===== config.mk =====
export PLATFORM = sky130hd
export DESIGN_NAME = txheaderbit
export DESIGN_NICKNAME = d
export VERILOG_FILES = /design/src/rtl/txheaderbit_pkg.sv /design/src/rtl/txheaderbit_hec.sv /design/src/rtl/txheaderbit.sv
export SDC_FILE = /design/constraint.sdc
export NUM_CORES = 1
export LEC_CHECK = 0
export CORE_MARGIN = 2
export CORE_UTILIZATION = 55
export CTS_CLUSTER_SIZE = 12
export DETAILED_ROUTE_END_ITERATION = 8
export PLACE_DENSITY = 0.82
export SETUP_SLACK_MARGIN = 0.15
export SYNTH_ARGS = -nofsm -noshare
export SYNTH_HDL_FRONTEND = slang
export SYNTH_SLANG_ARGS = --single-unit

===== constraint.sdc =====
create_clock -name clk_6M -period 3.75 [get_ports clk_6M]
set_clock_uncertainty 0.15 [all_clocks]
set_input_delay 0.75 -clock clk_6M [delete_from_list [all_inputs] [get_ports clk_6M]]
set_output_delay 0.75 -clock clk_6M [all_outputs]
set_load 0.02 [all_outputs]

===== src/rtl/txheaderbit_pkg.sv =====
// Shared constants and FSM encoding for the BR transmit header path.
// Polynomials here must match the receive-side header checker.
package txheaderbit_pkg;

    localparam int HDR_BITS      = 18;
    localparam int FEC_REP       = 3;
    localparam int HEC_DATA_BITS = 10;

    // x^8+x^7+x^5+x^2+x+1, x^8 term implied by the shift
    localparam logic [7:0] HEC_POLY = 8'hA7;
    // x^7+x^4+1: feedback of w[6] lands on bit 4 and wraps into bit 0
    localparam logic [6:0] WHIT_TAP = 7'h10;

    typedef enum logic [1:0] {
        IDLE = 2'd0,
        ARM  = 2'd1,
        SEND = 2'd2
    } state_t;

endpackage


===== src/rtl/txheaderbit_hec.sv =====
// Serial 8-bit HEC generator: seeded with the UAP, advanced once per
// unencoded data bit, then held while its contents are shifted out.
module txhec_lfsr
    import txheaderbit_pkg::*;
(
    input  logic       clk_6M,
    input  logic       rst,
    input  logic       i_load,
    input  logic [7:0] i_seed,
    input  logic       i_en,
    input  logic       i_freeze,
    input  logic       i_din,
    output logic [7:0] o_hec
);

    logic [7:0] r_hec;
    logic       w_fb;

    assign w_fb  = r_hec[7] ^ i_din;
    assign o_hec = r_hec;

    always_ff @(posedge clk_6M or posedge rst) begin
        if (rst) begin
            r_hec <= 8'h00;
        end else if (i_load) begin
            r_hec <= i_seed;
        end else if (i_en && !i_freeze) begin
            r_hec <= {r_hec[6:0], 1'b0} ^ (w_fb ? HEC_POLY : 8'h00);
        end
    end

endmodule


===== src/rtl/txheaderbit.sv =====
// BR header transmitter: builds the 18-bit header with HEC, whitens it,
// repeats each bit three times and serialises one bit per p_1us interval.
module txheaderbit
    import txheaderbit_pkg::*;
(
    input  logic       clk_6M,
    input  logic       rst,
    input  logic       p_1us,
    input  logic       header_st_p,
    input  logic       tx_abort_p,
    input  logic       regi_txwhitening,
    input  logic [7:0] hec_uap,
    input  logic [2:0] lt_addr,
    input  logic [3:0] pk_type,
    input  logic       flow,
    input  logic       arqn,
    input  logic       seqn,
    input  logic [5:0] clk6_1,
    output logic       txbit,
    output logic       header_en,
    output logic       py_st_p,
    output logic [6:0] whitening,
    output logic       busy
);

    state_t      r_state;
    state_t      w_state_nxt;
    logic [1:0]  r_rep_cnt;
    logic [4:0]  r_bit_cnt;
    logic [9:0]  r_data;
    logic [6:0]  r_whit;
    logic        r_txbit;
    logic        r_header_en;
    logic        r_py_st_p;

    logic        w_start;
    logic        w_last_rep;
    logic        w_last_bit;
    logic        w_launch;
    logic        w_end;
    logic [4:0]  w_nidx;
    logic [2:0]  w_hec_idx;
    logic [15:0] w_data_ext;
    logic        w_is_data;
    logic        w_raw;
    logic        w_coded;
    logic [6:0]  w_whit_nxt;
    logic [7:0]  w_hec;

    assign w_start    = (r_state == IDLE) && header_st_p && !tx_abort_p;
    assign w_last_rep = (r_rep_cnt == 2'(FEC_REP - 1));
    assign w_last_bit = (r_bit_cnt == 5'(HDR_BITS - 1));

    // A new unencoded bit goes out on the first p_1us after ARM, and on
    // every p_1us that closes the third repetition of a non-final bit.
    assign w_launch = !tx_abort_p && p_1us &&
                      ((r_state == ARM) ||
                       ((r_state == SEND) && w_last_rep && !w_last_bit));
    assign w_end    = !tx_abort_p && p_1us && (r_state == SEND) &&
                      w_last_rep && w_last_bit;

    assign w_nidx     = (r_state == ARM) ? 5'd0 : (r_bit_cnt + 5'd1);
    assign w_hec_idx  = 3'(5'(HDR_BITS - 1) - w_nidx);
    assign w_data_ext = {6'b0, r_data};
    assign w_is_data  = (w_nidx < 5'(HEC_DATA_BITS));
    assign w_raw      = w_is_data ? w_data_ext[w_nidx[3:0]] : w_hec[w_hec_idx];
    assign w_coded    = w_raw ^ (regi_txwhitening & r_whit[6]);
    assign w_whit_nxt = {r_whit[5:0], r_whit[6]} ^ (r_whit[6] ? WHIT_TAP : 7'h00);

    txhec_lfsr u_hec (
        .clk_6M   (clk_6M),
        .rst      (rst),
        .i_load   (w_start),
        .i_seed   (hec_uap),
        .i_en     (w_launch),
        .i_freeze (!w_is_data),
        .i_din    (w_raw),
        .o_hec    (w_hec)
    );

    always_ff @(posedge clk_6M or posedge rst) begin
        if (rst) begin
            r_state <= IDLE;
        end else begin
            r_state <= w_state_nxt;
        end
    end

    always_comb begin
        w_state_nxt = r_state;
        if (tx_abort_p) begin
            w_state_nxt = IDLE;
        end else begin
            case (r_state)
                IDLE:    if (header_st_p) w_state_nxt = ARM;
                ARM:     if (p_1us)       w_state_nxt = SEND;
                SEND:    if (w_end)       w_state_nxt = IDLE;
                default:                  w_state_nxt = IDLE;
            endcase
        end
    end

    always_ff @(posedge clk_6M or posedge rst) begin
        if (rst) begin
            r_rep_cnt   <= 2'd0;
            r_bit_cnt   <= 5'd0;
            r_data      <= 10'd0;
            r_whit      <= 7'h00;
            r_txbit     <= 1'b0;
            r_header_en <= 1'b0;
            r_py_st_p   <= 1'b0;
        end else begin
            r_py_st_p <= 1'b0;
            if (tx_abort_p) begin
                r_txbit     <= 1'b0;
                r_header_en <= 1'b0;
                r_rep_cnt   <= 2'd0;
                r_bit_cnt   <= 5'd0;
            end else begin
                if (w_start) begin
                    r_data <= {seqn, arqn, flow, pk_type, lt_addr};
                    r_whit <= {1'b1, clk6_1};
                end
                if (w_launch) begin
                    r_txbit     <= w_coded;
                    r_header_en <= 1'b1;
                    r_whit      <= w_whit_nxt;
                    r_rep_cnt   <= 2'd0;
                    r_bit_cnt   <= w_nidx;
                end else if (w_end) begin
                    r_txbit     <= 1'b0;
                    r_header_en <= 1'b0;
                    r_py_st_p   <= 1'b1;
                    r_rep_cnt   <= 2'd0;
                    r_bit_cnt   <= 5'd0;
                end else if ((r_state == SEND) && p_1us) begin
                    r_rep_cnt <= r_rep_cnt + 2'd1;
                end
            end
        end
    end

    assign txbit     = r_txbit;
    assign header_en = r_header_en;
    assign py_st_p   = r_py_st_p;
    assign whitening = r_whit;
    assign busy      = (r_state != IDLE);

endmodule

Word-level counts from Yosys, hierarchy flattened --
Cells that the tools add are included.
Storage, ports and cells: bits of input ports 30, output and inout bits 11, logic and storage cells 83, register bits after elaboration 37
Cells by class: $add $sub $neg 3, muxes and demuxes 32, bitwise logic cells 6, reduce and logical (&&, ||, !) cells 23, order comparisons 3, equal/unequal tests 7
Operators with widths (number):
- 5-bit 2-to-1 mux | 5
- 8-bit 2-to-1 mux | 3
- 2-bit 2-to-1 mux | 8
- 7-bit 2-to-1 mux | 2
- 1-bit logical AND | 11
- 1-bit 2-to-1 mux | 11
- 3-bit != test (second input constant) | 3
- 8-bit XOR | 1
- 7-bit by 5-bit XOR with 7-bit output | 1
- 2-bit case mux with 3 select lines | 1
- 2-bit nonzero test | 3
- 5-bit by 1-bit adder with 5-bit output (second input constant) | 1
- 5-bit == test (second input constant) | 1
- 4-bit by 5-bit less-than comparator with 1-bit output (second input constant) | 1
- 5-bit by 4-bit less-than comparator with 1-bit output (second input constant) | 1
- 1-bit binary-select mux with 4-bit select | 1
- 2-bit == test (second input constant) | 2
- 3-bit by 4-bit less-than comparator with 1-bit output (second input constant) | 1
- 2-bit AND reduction | 2
- 4-bit nonzero test | 1
- 1-bit binary-select mux with 3-bit select | 1
- 3-bit AND reduction | 1
- 3-bit nonzero test | 1
- 1-bit by 3-bit subtractor with 3-bit output (first input constant) | 1
- 8 further kinds | 10

Logic depth before layout (Yosys ltp) --
depth after elaboration 11, gate-level depth with buffers 11

By module --
From an unflattened synthesis, not the netlist that was laid out.
Second synthesis, totals: cell total of the unflattened synthesis 211, area total of the unflattened synthesis 2152.1 µm²
By module, submodules not included:
- txheaderbit | cells an instance 163, times used 1, area each 1666.6 µm²
- txhec_lfsr | cells an instance 48, times used 1, area each 485.5 µm²

Worst setup path after synthesis --
Ideal clock, no wire load.
path kind register to register, start point register r_bit_cnt[0], end point register u_hec.r_hec[1], in the netlist u_hec.o_hec[1], arrival 2108 ps, buffers on the path 0, slack 1365 ps, required time 3473 ps, stages on the path, launching flop included 10, path through dfrtp_1 -> ha_1 -> nor2b_1 -> nand2_1 -> o22a_1 -> a32oi_4 -> a22oi_4 -> xor2_4 -> mux2i_1 -> nand3_1
On the way: cells in the longest elaborated chain, start to end 11
RTL lines:
- from (decl) | line txheaderbit.sv:29 | logic [4:0] r_bit_cnt;
- from (signal assigned) | line txheaderbit.sv:129 | r_bit_cnt <= w_nidx;
- 5-bit by 1-bit adder with 5-bit output | line txheaderbit.sv:62 | assign w_nidx = (r_state == ARM) ? 5'd0 : (r_bit_cnt + 5'd1);
- 5-bit 2-to-1 mux | line txheaderbit.sv:62
- 1-bit by 3-bit subtractor with 3-bit output | line txheaderbit.sv:63 | assign w_hec_idx = 3'(5'(HDR_BITS - 1) - w_nidx);
- 1-bit binary-select mux with 3-bit select | line txheaderbit.sv:66 | assign w_raw = w_is_data ? w_data_ext[w_nidx[3:0]] : w_hec[w_hec_idx];
- 1-bit 2-to-1 mux (implied by the code) | line txheaderbit.sv:66
- 1-bit 2-to-1 mux | line txheaderbit.sv:66
- 1-bit XOR | line txheaderbit_hec.sv:19 | assign w_fb = r_hec[7] ^ i_din;
- 8-bit 2-to-1 mux | line txheaderbit_hec.sv:28 | r_hec <= {r_hec[6:0], 1'b0} ^ (w_fb ? HEC_POLY : 8'h00);
- 8-bit XOR | line txheaderbit_hec.sv:28
- 8-bit 2-to-1 mux | line txheaderbit_hec.sv:27 | end else if (i_en && !i_freeze) begin
- 8-bit 2-to-1 mux | line txheaderbit_hec.sv:25 | end else if (i_load) begin
- to (signal assigned) | line txheaderbit_hec.sv:26 | r_hec <= i_seed;
- to (signal assigned) | line txheaderbit_hec.sv:28
- to (decl) | line txheaderbit_hec.sv:16 | logic [7:0] r_hec;
Parallel ways exist; a longest one is shown, timed or not. The select of a mux whose other input is x is not followed. A chain may end at the register's enable or synchronous reset.

Worst setup path in the final report --
Ends and elaborated chain as after synthesis.

==> results.txt <==
----------------------------------------------------
[Outcome]
  Run status ... completed

[CTS]
  Clock-pin slew on the worst setup and hold paths ... roughly 70 ps
  Clock buffer depth ... 2
  TritonCTS clock tree ... built
  Clock Tree Root ... sky130_fd_sc_hd__clkbuf_8
  Sinks on the clock net ... 37
  H-tree Lvls ... 2
  Num CTS Buffers ... 5
  Latest clock arrival within the worst-skew pair ... 290 ps
  Number of buffers added for setup after CTS ... 0
  Number of gates resized after cts ... 0
  Hold buffer count at CTS ... 0

[Cells and area]
  Fraction of layout instances using a drive strength above 1 ... 0.0945
  Number of nets in the finished design ... 309
  Final design area excluding fillers ... between 2000 and 3000 um2
  Diode insertion count for antenna repair ... 0
  Area growth from synthesis to final layout ... 25.1%

[Routing]
  Drt drc ... 0
  Iteration-0 DRC count of the detailed router ... 147
  Final wirelength ... about 4.5 mm
  Wirelength per Cell ... around 14 um
  Number of antenna-violating nets in the routed design ... 0
  Vias ... about 1.7k
  Via density ... 5.38
  Count of TritonRoute iterations in the first routing pass ... 4

[Floorplanning]
  Io pins ... 41
  # rows ... 22
  Die area ... 4350 um2
  Core Footprint ... 3660 um2
  Effective utilization at floorplan ... 0.576
  Die Span X ... around 66 um
  Die span in y ... around 66 um

[Worst setup path]
  Sort of element at the end of the critical path ... flop
  Critical path's largest stage delay ... roughly 530 ps
  Max FO, Critical Path ... 13
  Crit path required time ... between 3000 and 4000 ps
  Sort of element at the start of the critical path ... flop
  Arr. time, crit path ... 2770 ps
  Crit path cell chain ... ha_1 -> nor2b_1 -> nand2_1 -> o22a_1 -> a32oi_4 -> a22oi_4 -> xor2_4 -> mux2i_1 -> nand3_1
  Highest-delay cell along the critical path ... sky130_fd_sc_hd__dfrtp_1
  Critical setup path kind ... flop to flop

[Logic synthesis]
  Ys Warns ... 0
  Library cells used by synthesis ... just under 50
  Sequential share of the synthesized area ... 0.439
  Synth Instances ... roughly 230
  Most frequent cells after synthesis ... sky130_fd_sc_hd__nand2_1, sky130_fd_sc_hd__dfrtp_1, sky130_fd_sc_hd__nor2_1, sky130_fd_sc_hd__nand3_1, sky130_fd_sc_hd__o21ai_0
  Number of synthesized flops with an enable pin ... 0
  Area share of the largest cell type after synthesis ... 0.439
  Post-Synthesis Cell Area ... ~2100 um2
  Proportion of synthesized flip-flops having asynchronous set or reset ... 1.00
  Top area cells in the synthesized netlist ... sky130_fd_sc_hd__dfrtp_1, sky130_fd_sc_hd__nand2_1, sky130_fd_sc_hd__mux2i_1, sky130_fd_sc_hd__ha_1, sky130_fd_sc_hd__nand3_1
  Leading area contributor after synthesis ... sky130_fd_sc_hd__dfrtp_1
  Per-instance average area after synthesis ... between 9 and 10 um2
  FF+latch count, synth ... 37
  Count leader, synth ... sky130_fd_sc_hd__nand2_1
  Syn Nets ... 268
  Leading register cell type out of synthesis ... sky130_fd_sc_hd__dfrtp_1

[Global route]
  Maximum number of pins on one net before global-route repair ... 38
  Tot GR Track Use ... 0.236
  Number of antenna violations at the first check in global routing ... 0
  Wire length of the first global-routing pass ... 7.74 mm
  GR Overflow Total ... 0
  Via count of the first global-routing pass ... about 1.6k

[STA]
  Post-route fraction of the period consumed by the critical path ... 0.732
  Hold Violations, Final ... 0
  Slew @ Worst Pin ... roughly 630 ps
  Number of pins with negative max-slew slack in the final report ... 0
  Achievable clock frequency ... between 0.3 and 0.4 GHz
  Setup Total Neg Slack ... 0 ps
  Post-layout minimum cycle time ... around 2700 ps
  # setup viols final ... 0
  Max-slew headroom ... 0.583
  Post-layout worst setup margin ... between 1000 and 1500 ps
  Unrepaired setup endpoints after global routing ... false

[Power]
  PD cells ... about 420 nW/um2
  Largest vdd supply drop ... 0.000265 V
  Leak Pwr ... approximately 1.2 nW

[Place]
  Routability Congestion ... about 0.87
  Post-place instance area ... roughly 2600 um2
  Final HPWL DP ... 3.27 mm
  Pre-CTS worst setup slack ... approximately 950 ps
  Number of buffers added on ports ... 40

[Hold path]
  Type of the worst min-delay path ... flop to flop

[Flow run]
  Number of violations of the max-capacitance limit ... 0

----------------------------------------------------
cells by family after synthesis:
family / Yosys count / synth area share
buf+inv: 18 / 0.0386
mux: 7 / 0.0332
flops: 37 / 0.439
simple gates: 116 / 0.258
fa+ha+maj: 4 / 0.0237
compound gates: 44 / 0.165
xor+xnor: 8 / 0.0421
cell usage in the layout, fill, tap and decap left out, types with 2 or more instances in the layout:
cell type	netlist	final
sky130_fd_sc_hd__or2_2	2	2
sky130_fd_sc_hd__o21ai_1	3	3
sky130_fd_sc_hd__a21oi_1	4	4
sky130_fd_sc_hd__xnor2_1	2	2
sky130_fd_sc_hd__nor2_1	11	11
sky130_fd_sc_hd__nor3_1	7	6
sky130_fd_sc_hd__o211ai_1	3	3
sky130_fd_sc_hd__o22ai_1	2	2
sky130_fd_sc_hd__or2_1	2	2
sky130_fd_sc_hd__a22oi_1	6	6
sky130_fd_sc_hd__a21o_1	2	2
sky130_fd_sc_hd__nand3_1	9	9
sky130_fd_sc_hd__dfrtp_1	37	37
sky130_fd_sc_hd__and3_1	4	4
sky130_fd_sc_hd__clkdlybuf4s50_1	0	40
sky130_fd_sc_hd__nor2b_1	2	2
sky130_fd_sc_hd__o21ai_0	9	9
sky130_fd_sc_hd__and2_1	3	3
sky130_fd_sc_hd__nand2_1	64	64
sky130_fd_sc_hd__mux2i_1	7	7
sky130_fd_sc_hd__ha_1	4	4
sky130_fd_sc_hd__o22a_1	2	2
sky130_fd_sc_hd__o2111ai_1	2	2
sky130_fd_sc_hd__inv_1	8	8
sky130_fd_sc_hd__xor2_1	5	5
sky130_fd_sc_hd__clkbuf_8	0	6
sky130_fd_sc_hd__a22o_1	3	3
sky130_fd_sc_hd__a211oi_1	2	2
sky130_fd_sc_hd__buf_4	1	4
flip-flops by register name, indices dropped and copies added, names as in the netlist:
| register | flops |
|---|---|
| txbit | 1 |
| py_st_p | 1 |
| r_bit_cnt | 5 |
| header_en | 1 |
| u_hec.o_hec | 8 |
| r_data | 10 |
| whitening | 7 |
| r_rep_cnt | 2 |
| r_state | 2 |
where the power goes:
group | switching (mW) | internal (mW)
sequential | 0.0588 | 0.465
clock | 0.130 | 0.146
combinational | 0.160 | 0.161
critical path, delay by kind of cell (launching register included):
| family | cells | cell delay [ps] |
|---|---|---|
| AOI/OAI and AO/OA | 3 | 670 |
| xor gates and xnor gates | 1 | 210 |
| adders and majority gates | 1 | 410 |
| DFF | 1 | 530 |
| muxes | 1 | 220 |
| and+or+nand+nor | 3 | 450 |
through the flow:
step	total power [mW]	hold slack, ps	cells	utilization
after floorplan	0.734	292	234	-
after global placement	0.846	313	316	0.698
after CTS	1.13	335	323	0.721
after detailed placement	0.851	315	316	0.698
final	1.12	332	323	0.721
after global routing	1.19	369	323	0.721
path summary, 6_finish.rpt:
path	to	depth (start not counted)	slack, ps	start
hold / removal	r_data[3]$_DFFE_PP0P_	2	330	r_data[3]$_DFFE_PP0P_
setup reg to reg	u_hec.o_hec[1]$_DFFE_PP0P_	9	1000	r_bit_cnt[0]$_DFFE_PP0P_
hold reg to reg	r_data[3]$_DFFE_PP0P_	2	330	r_data[3]$_DFFE_PP0P_
setup / recovery	u_hec.o_hec[1]$_DFFE_PP0P_	9	1000	r_bit_cnt[0]$_DFFE_PP0P_
max in group asynchronous	r_data[3]$_DFFE_PP0P_	3	2390	rst
min in group asynchronous	whitening[3]$_DFFE_PP0P_	3	730	rst
area by class of cell:
| cell class | count | area [um2] |
|---|---|---|
| well taps | 48 | 60.1 |
| repair buffers | 44 | 430 |
| inverters | 8 | 30.0 |
| flip-flops and latches | 37 | 926 |
| clock buffers | 7 | 86.3 |
| fillers | 307 | 1020 |
| multi-input cells | 179 | 1110 |
layer usage:
metal | GRT usage | share of wire | vias to the layer above
met5 | 0 | 0 | -
met4 | 0.0918 | 0.015 | 0
met3 | 0.0460 | 0.048 | 7
met1 | 0.342 | 0.48 | 807
met2 | 0.350 | 0.45 | 44
li1 | - | - | 879
Power figures use the tool's default switching activity.
